$ cat src/rtl/cmp_pkg.sv
// Shared types for the bit-serial magnitude comparator.
//   cmp_state_t : controller states (IDLE / RUN / DONE)
//   cmp_flags_t : cascade / result flag triple {eq, gt, lt}
//   CMP_IDX_W   : bit-index register width for the default 32-bit operand
//   idx_width() : bit-index register width for any operand width
package cmp_pkg;

    typedef enum logic [1:0] {
        IDLE = 2'd0,
        RUN  = 2'd1,
        DONE = 2'd2
    } cmp_state_t;

    typedef struct packed {
        logic eq;
        logic gt;
        logic lt;
    } cmp_flags_t;

    localparam int unsigned CMP_WIDTH = 32;
    localparam int unsigned CMP_IDX_W = $clog2(CMP_WIDTH);

    // Width needed to hold a bit index 0..w-1; never narrower than one bit.
    function automatic int unsigned idx_width(input int unsigned w);
        return (w < 2) ? 1 : $clog2(w);
    endfunction

endpackage

$ cat src/rtl/seq_cmp_step.sv
// One-bit cascade step of the magnitude comparator (purely combinational).
// Ports:
//   a, b : operand bit pair for the current position
//   cur  : incoming cascade flags {eq, gt, lt}
//   nxt  : outgoing cascade flags after folding in this bit pair
module seq_cmp_step
    import cmp_pkg::*;
(
    input  logic       a,
    input  logic       b,
    input  cmp_flags_t cur,
    output cmp_flags_t nxt
);

    // Once a difference has been seen, eq stays low and gt/lt stay latched;
    // only the first differing bit (while still equal) can set gt or lt.
    assign nxt.eq = cur.eq & ~(a ^ b);
    assign nxt.gt = cur.gt | (a & ~b & cur.eq);
    assign nxt.lt = cur.lt | (~a & b & cur.eq);

endmodule

$ cat src/rtl/seq_mag_comparator.sv
// Multi-cycle, bit-serial magnitude comparator (MSB first), signed or
// unsigned, with a start/done handshake.
//
// state | meaning
// ------+-------------------------------------------------------------
// IDLE  | no compare yet since reset; ready for start_i
// RUN   | one bit pair folded into the cascade per clock
// DONE  | results valid (done_o pulses on entry); ready for start_i
//
// Ports:
//   clk_i    : clock, rising edge
//   rst_i    : asynchronous active-high reset
//   start_i  : compare request, accepted only while ready_o=1
//   op_a_i   : operand A, sampled on the accept edge
//   op_b_i   : operand B, sampled on the accept edge
//   signed_i : 1 = two's-complement compare, sampled on the accept edge
//   ready_o  : block can accept start_i
//   done_o   : one-cycle pulse, results valid
//   eq_o     : A == B
//   gt_o     : A >  B
//   lt_o     : A <  B
module seq_mag_comparator
    import cmp_pkg::*;
#(
    parameter int WIDTH      = 32,
    parameter bit EARLY_EXIT = 1'b1
) (
    input  logic             clk_i,
    input  logic             rst_i,
    input  logic             start_i,
    input  logic [WIDTH-1:0] op_a_i,
    input  logic [WIDTH-1:0] op_b_i,
    input  logic             signed_i,
    output logic             ready_o,
    output logic             done_o,
    output logic             eq_o,
    output logic             gt_o,
    output logic             lt_o
);

    localparam int IDX_W = idx_width(WIDTH);
    localparam logic [IDX_W-1:0] IDX_TOP = IDX_W'(WIDTH - 1);

    cmp_state_t       state_q;
    logic [WIDTH-1:0] sa_q;
    logic [WIDTH-1:0] sb_q;
    logic             sgn_q;
    logic [IDX_W-1:0] idx_q;
    cmp_flags_t       flags_q;
    cmp_flags_t       flags_nxt;
    cmp_flags_t       res_q;
    logic             done_q;
    logic             ready_q;

    logic             swap;
    logic             bit_a;
    logic             bit_b;
    logic             finish;

    // The sign bit carries negative weight, so in a signed compare a set
    // sign bit makes the operand smaller: swapping the pair at the MSB
    // step is all that is needed.
    assign swap  = sgn_q && (idx_q == IDX_TOP);
    assign bit_a = swap ? sb_q[WIDTH-1] : sa_q[WIDTH-1];
    assign bit_b = swap ? sa_q[WIDTH-1] : sb_q[WIDTH-1];

    seq_cmp_step u_step (
        .a   (bit_a),
        .b   (bit_b),
        .cur (flags_q),
        .nxt (flags_nxt)
    );

    assign finish = (idx_q == '0) || (EARLY_EXIT && !flags_nxt.eq);

    always_ff @(posedge clk_i or posedge rst_i) begin
        if (rst_i) begin
            state_q <= IDLE;
            sa_q    <= '0;
            sb_q    <= '0;
            sgn_q   <= 1'b0;
            idx_q   <= '0;
            flags_q <= '0;
            res_q   <= '0;
            done_q  <= 1'b0;
            ready_q <= 1'b1;
        end else begin
            case (state_q)
                IDLE, DONE: begin
                    done_q <= 1'b0;
                    if (start_i) begin
                        sa_q    <= op_a_i;
                        sb_q    <= op_b_i;
                        sgn_q   <= signed_i;
                        idx_q   <= IDX_TOP;
                        flags_q <= '{eq: 1'b1, gt: 1'b0, lt: 1'b0};
                        ready_q <= 1'b0;
                        state_q <= RUN;
                    end
                end
                RUN: begin
                    flags_q <= flags_nxt;
                    sa_q    <= {sa_q[WIDTH-2:0], 1'b0};
                    sb_q    <= {sb_q[WIDTH-2:0], 1'b0};
                    idx_q   <= idx_q - IDX_W'(1);
                    if (finish) begin
                        res_q   <= flags_nxt;
                        done_q  <= 1'b1;
                        ready_q <= 1'b1;
                        state_q <= DONE;
                    end
                end
                default: begin
                    done_q  <= 1'b0;
                    ready_q <= 1'b1;
                    state_q <= IDLE;
                end
            endcase
        end
    end

    assign ready_o = ready_q;
    assign done_o  = done_q;
    assign eq_o    = res_q.eq;
    assign gt_o    = res_q.gt;
    assign lt_o    = res_q.lt;

endmodule

$ cat config.mk
export PLATFORM = sky130hd
export DESIGN_NAME = seq_mag_comparator
export DESIGN_NICKNAME = d
export VERILOG_FILES = /design/src/rtl/cmp_pkg.sv /design/src/rtl/seq_cmp_step.sv /design/src/rtl/seq_mag_comparator.sv
export SDC_FILE = /design/constraint.sdc
export NUM_CORES = 1
export LEC_CHECK = 0
export ABC_AREA = 1
export BUFFER_PORTS_ARGS = -buffer_cell sky130_fd_sc_hd__buf_2
export CORE_MARGIN = 2
export CORE_UTILIZATION = 54
export DETAILED_ROUTE_END_ITERATION = 12
export PLACE_DENSITY_LB_ADDON = 0.08
export SYNTH_ARGS = -nofsm -noshare
export SYNTH_HDL_FRONTEND = slang
export SYNTH_SLANG_ARGS = --single-unit
$ cat constraint.sdc
create_clock -name clk_i -period 2.9 [get_ports clk_i]
set_input_delay 0.145 -clock clk_i [delete_from_list [all_inputs] [get_ports clk_i]]
set_output_delay 0.145 -clock clk_i [all_outputs]
set_load 0.01 [all_outputs]
==> impl_metrics.ini, run 1 <==
[outcome]
status = finished, final reports clean

[sta]
post-route-period-util_pct = 56.4
finalMaxSlewViolations = 0
setup_viol = 0
hold_violations = 0
fin_hold_ws_ps = 11.0
worst_pin_slew_ps = 682
min_period_ps = 1640
worst_slack_ps = 1260
maxSlewHeadroom_pct = 54.6
finalClockSkew_ps = 9.94
grt_setup_unrepaired = no
clock.fmax_ghz = 0.612
tns_ps = 0

[floorplan]
io_pins = 73
die-height_um = 85.3
fp.dieArea_mm2 = 0.00728
initial_core_util_pct = 55.9
row_count = 29
die_w_um = 85.3
core-area_mm2 = 0.00639

[routing]
wire_per_inst_um = 12.3
routed_wl_mm = 7.35
dr.pass1.iters = 5
drt_iter0_drc = 234
vias_per_cell = 5.09
route.vias.total = 3035
drtAntennaViolNets = 0
drc_errors = 0

[synthesis]
avgSynthCellArea_um2 = 8.25
synth_area_mm2 = 0.00357
ys_ff_latch = 80
yosysSeqAreaShare_pct = 56.1
syn-instance-count = 433
ys_types = 24
ys_warn_count = 0
synth_nets = 503

[clock_tree]
htreeDepth = 3
cts_tree = built
post-cts-setup-buffers = 0
cts_root_buf = clkbuf_8
clk_pin_slew_ps = 90
clock_path_buffers = 2
clkLatencyLatePin_ps = 350
cts_buffers = 9
cts_sinks = 80

[cells_and_area]
stdcell_count = 596
drive_above_1_share_pct = 19.7
final_util_pct = 66.8
syn_to_final_growth_pct = 19.5
num-nets-final = 584
diodes = 0

[place]
place_ws_ps = 1270
io_buffers = 72
hpwlAfterDp_mm = 4.64
routabilityCongestion = 0.775
dpl.cell_count = 566

[setup_path]
end_kind = register
cp-start-kind = register
critPathKind = reg2reg
critPathMaxFanout = 70
crit_required_ps = 3130
cp_data_arrival_time_ps = 1870

[power]
pwr-share-clk_pct = 16.6
power.leakage_nw = 2.21
p_seq_share_pct = 46.0
netSwitchingPower_w = 0.00170
comb_power_share_pct = 37.5
ir_drop_mv = 0.796
swShare_pct = 40.2
p_int_w = 0.00253
power.density_mw_per_mm2 = 991

[worst_hold_path]
hold_class = in2reg

[global_routing]
grt.total_usage_pct = 22.1
grt_pass1_vias = 2992
met1_usage_pct = 28.1
gr-total-overflow = 0
met2_usage_pct = 37.3
grt_first_pass_wirelength_mm = 12.8
busiest_layer = met2
antenna_found_initial = 0
grt_max_degree = 81
grtUsageMet3_pct = 5.25

[flow_run]
maxCapViolCount = 0
[critical path: stages, from the launching register on]
cell and delay [ps]:
dfrtp_1 440, nor2_8 140, buf_4 560, nand3_1 160
o21ai_0 110, o21ai_0 90
[cells by family after synthesis]
kind of cell	after synthesis	synth area share, %
buf+inv	39	5.39
simple gates	284	33.0
fa+ha+maj	2	0.700
compound gates	28	4.83
flops	80	56.1
[layout by cell type (no fill, tap or decap)]
cell,n
dfstp_2,1
inv_4,1
dfrtp_1,79
o21ai_0,12
clkinv_4,1
o221ai_1,2
buf_12,2
clkinv_2,7
clkbuf_8,9
nand2_4,2
inv_2,3
o21bai_1,2
nor2_2,1
a21oi_1,5
nand3_1,63
a22o_1,2
inv_1,14
nor2_8,1
nor2_1,7
o211ai_1,4
buf_2,72
nand2_1,210
buf_4,2
a22oi_1,1
ha_1,2
dlygate4sd3_1,14
[metal layers]
metal | routed length (um) | up-vias
li1 | - | 1537
met1 | 3430 | 1416
met2 | 3520 | 69
met3 | 292 | 13
met4 | 112 | 0
met5 | 0 | -
[metrics by stage]
stage                     instance area, um^2  power [W]
after floorplan                          3570    0.00320
after CTS                                4260    0.00427
after global routing                     4270    0.00463
after detailed placement                 3970    0.00355
after global placement                   3970    0.00348
final                                    4270    0.00423
[worst paths after layout]
kind / startpoint / end / slack [ps] / cells past startpoint
worst max-delay path: state_q[1] / idx_q[3] / 1260 / 5
worst min-delay path: op_b_i[6] / sb_q[6] / 10 / 3
worst max register to register: state_q[1] / idx_q[3] / 1260 / 5
worst min register to register: ready_o / ready_o / 470 / 2
max in group asynchronous: rst_i / ready_o / 2140 / 4
min in group asynchronous: rst_i / sb_q[14] / 420 / 4
[power groups by stage]
stage	clock network, W	registers (W)	logic (W)
after global placement	0	0.00194	0.00154
after detailed placement	0	0.00196	0.00159
after floorplan	0	0.00190	0.00131
after CTS	0.000722	0.00195	0.00161
after global routing	0.000769	0.00201	0.00185
final	0.000700	0.00194	0.00158
[layout make-up]
type	instances	area (um^2)
tap	77	96.3
fill	576	2120
sequential	80	2000
clock buffer	9	124
timing repair buffer	90	556
inverter	19	75.1
clock inverter	7	38.8
multi-input combinational	314	1380
[cell usage after synthesis (all sizes together)]
library cell,number,area (um^2)
nand2,212,811
dfrtp,79,1980
nand3,63,315
inv,19,73.8
buf,15,100
o21ai,12,60.1
nor2,9,52.6
a21oi,5,25.0
clkbuf,5,18.8
o211ai,4,30.0
a22o,2,17.5
ha,2,25.0
o21bai,2,15.0
o221ai,2,17.5
a22oi,1,7.51
dfstp,1,26.3
[registers in the layout, indices dropped and copies added, names as in the netlist, 2 cells and up]
signal,count
sa_q,32
flags_q,3
idx_q,5
state_q,2
sb_q,32
[what timing repair did]
action / CTS / global route
hold buffers: 13 / 1
gates resized for setup: 0 / 0
hold endpoints to repair: 91 / 1
Power figures use the tool's default switching activity.
==> run 2, diff against run 1 <==
==> constraint.sdc (replaced) <==
create_clock -name clk_i -period 1.7 [get_ports clk_i]
set_input_delay 0.085 -clock clk_i [delete_from_list [all_inputs] [get_ports clk_i]]
set_output_delay 0.085 -clock clk_i [all_outputs]
set_load 0.01 [all_outputs]
==> run 2 against run 1 <==
Net effect: non-clock buffer count rose by 57; flip-flop and latch count did not move; clock power rose by 130%; largest cell class unchanged; critical path type unchanged; global-route usage rose by 5.0 points; wire length rose by 24%; die area did not move; combinational power rose by 91%; worst hold slack improved by 310 ps; cell count rose by 9.7%.
==> impl_metrics.ini, run 2 (synthesis gave the netlist of run 1 again) <==
[routing]
dr.pass1.iters = 5
routed_wl_mm = 9.13
wire_per_inst_um = 14.0
drtAntennaViolNets = 0
drt_iter0_drc = 225
route.vias.total = 3398
drc_errors = 0
vias_per_cell = 5.20

[power]
ir_drop_mv = 1.43
power.leakage_nw = 2.47
power.density_mw_per_mm2 = 1610

[clock_tree]
cts_buffers = 9
htreeDepth = 3
clk_pin_slew_ps = 90
clock_path_buffers = 2
clkLatencyLatePin_ps = 350
cts_sinks = 80
cts_tree = built
cts_root_buf = clkbuf_8
post-cts-setup-buffers = 0

[sta]
min_period_ps = 1480
hold_violations = 0
finalClockSkew_ps = 7.90
finalMaxSlewViolations = 0
post-route-period-util_pct = 87.1
tns_ps = 0
grt_setup_unrepaired = no
clock.fmax_ghz = 0.675
maxSlewHeadroom_pct = 65.1
setup_viol = 0
worst_pin_slew_ps = 522

[cells_and_area]
final_cell_mix = nand2_1, dfrtp_1, buf_2, dlygate4sd3_1, nand3_1
largest_registers = sa_q (32), sb_q (32), idx_q (5)
num-nets-final = 641
mostFrequentLayoutCell = nand2_1
final_util_pct = 77.1
drive_above_1_share_pct = 18.4
final.fill_count = 438
syn_to_final_growth_pct = 37.8

[floorplan]
initial_core_util_pct = 55.9
core-area_mm2 = 0.00639
die-height_um = 85.3
die_w_um = 85.3
fp.dieArea_mm2 = 0.00728
io_pins = 73
row_count = 29

[flow_run]
maxCapViolCount = 0

[place]
io_buffers = 72
routabilityCongestion = 0.791
hpwlAfterDp_mm = 5.13

[setup_path]
cp-start-kind = register
critPathKind = reg2reg
rr_worst_depth = 8
end_kind = register
cp_data_arrival_time_ps = 1770
critPathMaxFanout = 20
crit_required_ps = 1990

[global_routing]
grt_max_degree = 71
antenna_found_initial = 0
grt.total_usage_pct = 27.2
gr-total-overflow = 0
grt_pass1_vias = 3476
grt_first_pass_wirelength_mm = 15.6

[outcome]
status = finished, final reports clean

[worst_hold_path]
hold_class = in2async
==> run 2: cell type report <==
class	instances	area [um^2]	share of cell area (%)
clock inverter	5	80.1	1.63
antenna	1	2.50	0.0509
timing repair buffer	147	1140	23.2
tap	77	96.3	1.96
sequential	80	2000	40.7
inverter	19	77.6	1.58
multi-input combinational	314	1380	28.0
clock buffer	11	141	2.87
==> run 2: metal layers <==
| layer | wire length [um] | vias up | GRT usage, % |
|---|---|---|---|
| met5 | 0 | - | 0 |
| met4 | 247 | 0 | 12.4 |
| met3 | 441 | 27 | 3.79 |
| met2 | 4540 | 120 | 45.9 |
| met1 | 3900 | 1602 | 34.8 |
| li1 | - | 1649 | - |
==> run 2: path summary, 6_finish.rpt <==
check                            from       end  slack, ps
max in group asynchronous       rst_i   sa_q[4]        750
hold reg to reg               ready_o   ready_o        470
hold / removal                  rst_i  sb_q[20]        320
min in group clk_i            ready_o   ready_o        470
setup / recovery           state_q[0]  sb_q[13]        220
setup reg to reg           state_q[0]  sb_q[13]        220
==> run 2: timing repair <==
action | in CTS | in global routing
hold buffers | 67 | 0
setup endpoints to repair | 0 | 2
hold endpoints to repair | 85 | 0
gates resized for setup | 0 | 1
==> run 2: where the power goes <==
part	internal [W]	total, W	switching [W]
Combinational	0.00115	0.00301	0.00186
Sequential	0.00282	0.00333	0.000510
Clock	0.000866	0.00158	0.000710
==> run 2: per-stage QoR <==
| stage | total power, W | instances | cell area, um^2 | worst slack [ps] | hold WS, ps |
|---|---|---|---|---|---|
| after floorplan | 0.00546 | 433 | 3580 | 406 | 192 |
| final | 0.00792 | 654 | 4920 | 219 | 318 |
| after global placement | 0.00606 | 570 | 4020 | 219 | 134 |
| after CTS | 0.00790 | 653 | 4920 | 152 | 312 |
| after detailed placement | 0.00620 | 570 | 4020 | 189 | 147 |
| after global routing | 0.00855 | 653 | 4920 | 10.2 | 363 |
==> run 2: critical path: stages, from the launching register on <==
cell and delay, ps:
dfrtp_1 390, inv_2 140, nor2_8 50, inv_4 100, nand2_4 90, inv_2 190
buf_4 280, nand2_1 90, nand3_1 80
